`src/rtl/mem_port_arbiter_if.sv`:
```
// Bus bundle between the IF/LS requesters, the shared memory and mem_port_arbiter.
// slave = arbiter side, master = requesters/memory side.
interface mem_port_arbiter_if #(
  parameter int unsigned AW = 32,
  parameter int unsigned DW = 32
);
  logic          if_req;
  logic [AW-1:0] if_addr;
  logic          if_gnt;
  logic          if_valid;
  logic [DW-1:0] if_rdata;
  logic          ls_req;
  logic          ls_we;
  logic [AW-1:0] ls_addr;
  logic [DW-1:0] ls_wdata;
  logic [2:0]    ls_mode;
  logic          ls_gnt;
  logic          ls_valid;
  logic [DW-1:0] ls_rdata;
  logic          mem_req;
  logic          mem_we;
  logic [AW-1:0] mem_addr;
  logic [DW-1:0] mem_wdata;
  logic [2:0]    mem_mode;
  logic          mem_ready;
  logic [DW-1:0] mem_rdata;
  logic          stall;
  logic          err;

  modport slave (
    input  if_req, if_addr, ls_req, ls_we, ls_addr, ls_wdata, ls_mode,
           mem_ready, mem_rdata,
    output if_gnt, if_valid, if_rdata, ls_gnt, ls_valid, ls_rdata,
           mem_req, mem_we, mem_addr, mem_wdata, mem_mode, stall, err
  );

  modport master (
    output if_req, if_addr, ls_req, ls_we, ls_addr, ls_wdata, ls_mode,
           mem_ready, mem_rdata,
    input  if_gnt, if_valid, if_rdata, ls_gnt, ls_valid, ls_rdata,
           mem_req, mem_we, mem_addr, mem_wdata, mem_mode, stall, err
  );
endinterface

```
`src/rtl/mem_port_arbiter.sv`:
```
// Single-port memory arbiter for instruction fetch and load/store, with timeout abort.
// Define ARB_RR_EN for round-robin contention; default is fixed LS priority.
module mem_port_arbiter #(
  parameter int unsigned AW      = 32,
  parameter int unsigned DW      = 32,
  parameter int unsigned TIMEOUT = 16
) (
  input  logic              clk,
  input  logic              rst,
  mem_port_arbiter_if.slave bus
);
  localparam int unsigned CW         = $clog2(TIMEOUT);
  localparam logic [2:0]  FETCH_MODE = 3'b010;

  typedef enum logic [1:0] {IDLE, BUSY, RESP} state_e;
  typedef enum logic       {OWN_IF, OWN_LS}   owner_e;

  state_e        state_q, state_d;
  owner_e        owner_q, owner_d;
  logic          we_q, we_d;
  logic [AW-1:0] addr_q, addr_d;
  logic [DW-1:0] wdata_q, wdata_d;
  logic [2:0]    mode_q, mode_d;
  logic [CW-1:0] cnt_q, cnt_d;
  logic          if_valid_q, if_valid_d;
  logic          ls_valid_q, ls_valid_d;
  logic [DW-1:0] if_rdata_q, if_rdata_d;
  logic [DW-1:0] ls_rdata_q, ls_rdata_d;
  logic          err_q, err_d;
  logic          if_gnt, ls_gnt, pick_ls;
  logic [DW-1:0] cap;
`ifdef ARB_RR_EN
  owner_e        last_q, last_d;
`endif

  // Grants are gated by rst so a grant is never shown for a request that reset discards.
  always_comb begin
    pick_ls = 1'b1;
`ifdef ARB_RR_EN
    pick_ls = (last_q == OWN_IF);
`endif
    if_gnt = 1'b0;
    ls_gnt = 1'b0;
    if (state_q == IDLE && !rst) begin
      if (bus.ls_req && bus.if_req) begin
        ls_gnt = pick_ls;
        if_gnt = !pick_ls;
      end else begin
        ls_gnt = bus.ls_req;
        if_gnt = bus.if_req;
      end
    end
  end

  always_comb begin
    state_d    = state_q;
    owner_d    = owner_q;
    we_d       = we_q;
    addr_d     = addr_q;
    wdata_d    = wdata_q;
    mode_d     = mode_q;
    cnt_d      = cnt_q;
    if_valid_d = 1'b0;
    ls_valid_d = 1'b0;
    if_rdata_d = if_rdata_q;
    ls_rdata_d = ls_rdata_q;
    err_d      = err_q;
    cap        = '0;
`ifdef ARB_RR_EN
    last_d     = last_q;
`endif
    case (state_q)
      IDLE: begin
        if (ls_gnt) begin
          owner_d = OWN_LS;
          we_d    = bus.ls_we;
          addr_d  = bus.ls_addr;
          wdata_d = bus.ls_wdata;
          mode_d  = bus.ls_mode;
          cnt_d   = '0;
          state_d = BUSY;
        end else if (if_gnt) begin
          owner_d = OWN_IF;
          we_d    = 1'b0;
          addr_d  = bus.if_addr;
          wdata_d = '0;
          mode_d  = FETCH_MODE;
          cnt_d   = '0;
          state_d = BUSY;
        end
`ifdef ARB_RR_EN
        if (ls_gnt || if_gnt) last_d = owner_d;
`endif
      end
      BUSY: begin
        // A ready arriving on the final count still completes normally.
        if (bus.mem_ready || cnt_q == CW'(TIMEOUT - 1)) begin
          cap = (bus.mem_ready && !we_q) ? bus.mem_rdata : '0;
          if (!bus.mem_ready) err_d = 1'b1;
          if (owner_q == OWN_LS) begin
            ls_valid_d = 1'b1;
            ls_rdata_d = cap;
          end else begin
            if_valid_d = 1'b1;
            if_rdata_d = cap;
          end
          state_d = RESP;
        end else begin
          cnt_d = cnt_q + 1'b1;
        end
      end
      RESP:    state_d = IDLE;
      default: state_d = IDLE;
    endcase
  end

  always_ff @(posedge clk) begin
    if (rst) begin
      state_q    <= IDLE;
      owner_q    <= OWN_IF;
      we_q       <= 1'b0;
      addr_q     <= '0;
      wdata_q    <= '0;
      mode_q     <= '0;
      cnt_q      <= '0;
      if_valid_q <= 1'b0;
      ls_valid_q <= 1'b0;
      if_rdata_q <= '0;
      ls_rdata_q <= '0;
      err_q      <= 1'b0;
`ifdef ARB_RR_EN
      last_q     <= OWN_IF;
`endif
    end else begin
      state_q    <= state_d;
      owner_q    <= owner_d;
      we_q       <= we_d;
      addr_q     <= addr_d;
      wdata_q    <= wdata_d;
      mode_q     <= mode_d;
      cnt_q      <= cnt_d;
      if_valid_q <= if_valid_d;
      ls_valid_q <= ls_valid_d;
      if_rdata_q <= if_rdata_d;
      ls_rdata_q <= ls_rdata_d;
      err_q      <= err_d;
`ifdef ARB_RR_EN
      last_q     <= last_d;
`endif
    end
  end

  assign bus.if_gnt    = if_gnt;
  assign bus.ls_gnt    = ls_gnt;
  assign bus.if_valid  = if_valid_q;
  assign bus.ls_valid  = ls_valid_q;
  assign bus.if_rdata  = if_rdata_q;
  assign bus.ls_rdata  = ls_rdata_q;
  assign bus.mem_req   = (state_q == BUSY);
  assign bus.mem_we    = we_q & (state_q == BUSY);
  assign bus.mem_addr  = addr_q;
  assign bus.mem_wdata = wdata_q;
  assign bus.mem_mode  = mode_q;
  assign bus.err       = err_q;
  assign bus.stall     = (bus.if_req & ~if_gnt) | (bus.ls_req & ~ls_gnt) | (state_q != IDLE);
endmodule

```
`src/flat_wrapper.sv`:
```
// flat-port wrapper written by rule: the top's interface ports become plain ports
module mem_port_arbiter_flat 
#(
  parameter int unsigned AW      = 32,
  parameter int unsigned DW      = 32,
  parameter int unsigned TIMEOUT = 16
)
  (clk, rst, bus_if_req, bus_if_addr, bus_ls_req, bus_ls_we, bus_ls_addr, bus_ls_wdata, bus_ls_mode, bus_mem_ready, bus_mem_rdata, bus_if_gnt, bus_if_valid, bus_if_rdata, bus_ls_gnt, bus_ls_valid, bus_ls_rdata, bus_mem_req, bus_mem_we, bus_mem_addr, bus_mem_wdata, bus_mem_mode, bus_stall, bus_err);
  mem_port_arbiter_if #(.AW(AW), .DW(DW)) bus_i ();
  input  logic clk;
  input  logic rst;
  input wire logic [$bits(bus_i.if_req)-1:0] bus_if_req;
  input wire logic [$bits(bus_i.if_addr)-1:0] bus_if_addr;
  input wire logic [$bits(bus_i.ls_req)-1:0] bus_ls_req;
  input wire logic [$bits(bus_i.ls_we)-1:0] bus_ls_we;
  input wire logic [$bits(bus_i.ls_addr)-1:0] bus_ls_addr;
  input wire logic [$bits(bus_i.ls_wdata)-1:0] bus_ls_wdata;
  input wire logic [$bits(bus_i.ls_mode)-1:0] bus_ls_mode;
  input wire logic [$bits(bus_i.mem_ready)-1:0] bus_mem_ready;
  input wire logic [$bits(bus_i.mem_rdata)-1:0] bus_mem_rdata;
  output wire logic [$bits(bus_i.if_gnt)-1:0] bus_if_gnt;
  output wire logic [$bits(bus_i.if_valid)-1:0] bus_if_valid;
  output wire logic [$bits(bus_i.if_rdata)-1:0] bus_if_rdata;
  output wire logic [$bits(bus_i.ls_gnt)-1:0] bus_ls_gnt;
  output wire logic [$bits(bus_i.ls_valid)-1:0] bus_ls_valid;
  output wire logic [$bits(bus_i.ls_rdata)-1:0] bus_ls_rdata;
  output wire logic [$bits(bus_i.mem_req)-1:0] bus_mem_req;
  output wire logic [$bits(bus_i.mem_we)-1:0] bus_mem_we;
  output wire logic [$bits(bus_i.mem_addr)-1:0] bus_mem_addr;
  output wire logic [$bits(bus_i.mem_wdata)-1:0] bus_mem_wdata;
  output wire logic [$bits(bus_i.mem_mode)-1:0] bus_mem_mode;
  output wire logic [$bits(bus_i.stall)-1:0] bus_stall;
  output wire logic [$bits(bus_i.err)-1:0] bus_err;
  assign bus_i.if_req = bus_if_req;
  assign bus_i.if_addr = bus_if_addr;
  assign bus_i.ls_req = bus_ls_req;
  assign bus_i.ls_we = bus_ls_we;
  assign bus_i.ls_addr = bus_ls_addr;
  assign bus_i.ls_wdata = bus_ls_wdata;
  assign bus_i.ls_mode = bus_ls_mode;
  assign bus_i.mem_ready = bus_mem_ready;
  assign bus_i.mem_rdata = bus_mem_rdata;
  assign bus_if_gnt = bus_i.if_gnt;
  assign bus_if_valid = bus_i.if_valid;
  assign bus_if_rdata = bus_i.if_rdata;
  assign bus_ls_gnt = bus_i.ls_gnt;
  assign bus_ls_valid = bus_i.ls_valid;
  assign bus_ls_rdata = bus_i.ls_rdata;
  assign bus_mem_req = bus_i.mem_req;
  assign bus_mem_we = bus_i.mem_we;
  assign bus_mem_addr = bus_i.mem_addr;
  assign bus_mem_wdata = bus_i.mem_wdata;
  assign bus_mem_mode = bus_i.mem_mode;
  assign bus_stall = bus_i.stall;
  assign bus_err = bus_i.err;
  mem_port_arbiter #(.AW(AW), .DW(DW), .TIMEOUT(TIMEOUT)) u_core (.clk(clk), .rst(rst), .bus(bus_i));
endmodule
```
`config.mk`:
```
export PLATFORM = sky130hd
export DESIGN_NAME = mem_port_arbiter_flat
export DESIGN_NICKNAME = d
export VERILOG_FILES = /design/src/rtl/mem_port_arbiter_if.sv /design/src/rtl/mem_port_arbiter.sv /design/src/flat_wrapper.sv
export SDC_FILE = /design/constraint.sdc
export NUM_CORES = 1
export LEC_CHECK = 0
export ABC_AREA = 1
export BUFFER_PORTS_ARGS = -buffer_cell sky130_fd_sc_hd__buf_4
export CAP_MARGIN = 30
export CORE_MARGIN = 2
export CORE_UTILIZATION = 50
export DETAILED_ROUTE_END_ITERATION = 6
export PLACE_DENSITY = 0.84
export SLEW_MARGIN = 40
export SYNTH_ARGS = -nofsm -noshare
export SYNTH_HDL_FRONTEND = slang
export SYNTH_SLANG_ARGS = --single-unit
```
`constraint.sdc`:
```
create_clock -name clk -period 3.3 [get_ports clk]
set_input_delay 0 -clock clk [delete_from_list [all_inputs] [get_ports clk]]
set_output_delay 0 -clock clk [all_outputs]
set_load 0.05 [all_outputs]
```
==> flow_summary.yaml <==
outcome:
  outcome: "complete, but fails checks"
  violations: "design-rule violations"
drt:
  antenna_violating_nets_post_route: 0
  drc: 22
  wl_per_cell_um: 17.9
  vias: 7574
  drt_iter0_drc: 930
  detail_route.vias_per_cell: 5.46
  finalWirelength_mm: 24.9
  firstDrtPassIters: 7
clock_tree:
  cts_made_buffers: 17
  cts_root_buf: "clkbuf_16"
  clockBufferDepth: 2
  clock_sinks: 142
  insertion_delay_ns: 0.42
  clk_pin_slew_ns: 0.06
  htree_levels: 4
  cts_tree: "yes"
pwr:
  vdd_ir_drop_max_mv: 0.280
  pwr-share-clk_pct: 39.9
  seq_power_share_pct: 38.8
  p_total_mw: 4.73
  power_switching_mw: 1.40
  power_density_nw_per_um2: 480
  power.internal_mw: 3.33
  p_comb_share_pct: 21.3
  power.leakage_nw: 4.67
  p_sw_share_pct: 29.6
setup_path:
  required_ns: 3.63
  crit_type: "register to register"
  path_max_fanout: 35
  cp.arrival_ns: 3.13
  crit_top_cell: "nand3_1"
  r2r_cells: 7
  cp-end-kind: "register"
  cp-start-kind: "register"
  critical-path-max-stage-delay_ns: 0.63
  path_cells: "nor2_4 -> buf_4 -> nand3_1 -> nand2_2 -> nand3_1 -> dlygate4sd3_1 -> a21oi_1"
  cp_slowest_cell: "dlygate4sd3_1"
synthesis:
  yosysWarnings: 0
  netlist_area_um2: 5960
  avgSynthCellArea_um2: 6.94
  seq_area_frac_synth_pct: 47.7
  syn-num-nets: 997
  ys_ff_latch: 142
  synthCells: 859
  synthDistinctLibCells: 21
final_layout:
  drive_above_1_share_pct: 26.1
  area_delta_synth_final_pct: 65.4
  nNetsFinal: 1369
  layout_common_cells: "buf_4 (283), nand2_1 (277), dfxtp_1 (142), a21oi_1 (133), dlygate4sd3_1 (128)"
  layoutNonFillerInstCount: 1387
  postLayoutCoreUtil_pct: 85.6
  layout_commonest_cell: "buf_4"
  fillers: 565
timing:
  setup-violations-final: 0
  hold_ws_ns: 0.0560
  rsz0062_at_grt: "no"
  tightestPinTransition_ns: 0.811
  fmax_ghz: 0.358
  finalHoldViolCount: 0
  totalNegativeSetupSlack_ns: 0
  finalCriticalPeriod_ns: 2.79
  slew_headroom_pct: 45.9
  post-route-period-util_pct: 84.7
  final.setup_skew_ns: 0.0102
  final-max-slew-violation-count: 0
placement:
  routabilityCongestion: 0.816
  place_inst: 1227
  dp_hpwl_mm: 12.5
  portBuffers: 275
die:
  rows: 39
  die_h_um: 113
  initial_core_util_pct: 51.8
  coreArea_um2: 11500
  ioPinCount: 276
  die_x_um: 113
  die_area_um2: 12800
global_route:
  grt_pass1_vias: 7591
  use_met2_pct: 65.8
  grt_usage_pct: 37.8
  grt_pass1_wl_mm: 38.2
  grt_max_degree: 74
  antenna_found_initial: 1
  busiest_layer: "met2"
  use_met1_pct: 39.4
  use_met3_pct: 11.5
  grt_remaining_overflow: 0
job:
  cap_viol_max_count: 0
worst_hold_path:
  hp-class: "primary input to register"
  whs_path_depth: 4
==> power by group through the flow <==
stage | Clock (mW) | Combinational (mW) | Sequential (mW)
after global placement | 0 | 0.806 | 1.86
after detailed placement | 0 | 0.812 | 1.87
after global routing | 1.96 | 1.06 | 1.84
final | 1.89 | 1.01 | 1.84
after CTS | 1.88 | 0.952 | 1.83
after floorplan | 0 | 0.289 | 2.09
==> cell type report <==
cell class | instances | area, um2 | share of cell area, %
clock buffer | 22 | 464 | 4.71
timing repair buffer | 411 | 3410 | 34.5
multi-input combinational | 544 | 2420 | 24.6
antenna | 1 | 2.50 | 0.0254
clock inverter | 9 | 111 | 1.13
tap | 143 | 179 | 1.81
sequential | 142 | 2840 | 28.8
inverter | 115 | 432 | 4.38
==> through the flow <==
step	instance area [um2]	worst slack, ns
after detailed placement	8000	1.20
after CTS	9860	0.764
final	9860	0.505
after global placement	8000	1.21
after global routing	9860	0.376
after floorplan	5960	1.84
==> flip-flops by register name, summed over array words and instances (netlist names), 2 cells and up <==
signal / flops
u_core.bus.if_rdata: 32
u_core.bus.ls_rdata: 32
u_core.bus.mem_addr: 32
u_core.bus.mem_mode: 3
u_core.bus.mem_wdata: 32
u_core.cnt_q: 4
u_core.state_q: 2
==> routing by layer <==
layer  vias to the layer above  part of all wire (%)
met4                         0                   7.1
met5                         -                     0
li1                       3429                     -
met1                      3458                    34
met2                       532                    48
met3                       155                    10
==> cell usage after synthesis <==
master    number  area share (%)
a21oi_1      133              11
buf_1          4            0.25
buf_2          9            0.76
buf_4         12             1.5
clkbuf_1      33             2.1
dfxtp_1      142              48
ha_1           1            0.21
inv_1        110             6.9
inv_2          5            0.31
nand2_1      278              18
nand2_2        1            0.11
nand3_1       39             3.3
nand3_2        3            0.50
nand3b_1       2            0.25
nand4_1       33             3.5
nor2_1        47             3.0
nor2_4         2            0.38
o211ai_1       1            0.13
o211ai_2       1            0.21
o21ai_0        2            0.17
xnor2_1        1            0.15
==> worst max-delay path: cells and delay by family, from the launching register on <==
family | cells | cell delay (ns)
AOI/OAI and AO/OA | 1 | 0.20
and+or+nand+nor | 4 | 1.14
DFF | 1 | 0.36
buffers and inverters | 2 | 1.00
==> logic make-up after synthesis <==
logic type,count (synthesis),synth area share (%)
flops,142,47.7
fa+ha+maj,1,0.210
buf+inv,173,11.8
simple gates,405,28.4
xor+xnor,1,0.147
compound gates,137,11.7
==> path summary, 6_finish.rpt <==
kind	startpoint	to	slack (ns)
min reg2reg	u_core.bus.if_rdata[10]$_SDFFE_PP0P_	u_core.bus.if_rdata[10]$_SDFFE_PP0P_	0.46
min	bus_if_req	u_core.owner_q$_SDFFE_PP0P_	0.06
max reg2reg	u_core.state_q[1]$_SDFFE_PP0P_	u_core.bus.mem_addr[20]$_SDFFE_PP0P_	0.51
max	u_core.state_q[1]$_SDFFE_PP0P_	u_core.bus.mem_addr[20]$_SDFFE_PP0P_	0.51
==> what timing repair did <==
| item | CTS | global route |
|---|---|---|
| hold buffers | 128 | 0 |
| buffers inserted | 0 | 0 |
| resized for setup | 0 | 0 |
| endpoints found under the hold margin | 132 | 0 |
Note: power is estimated with default switching activity, not from simulation.
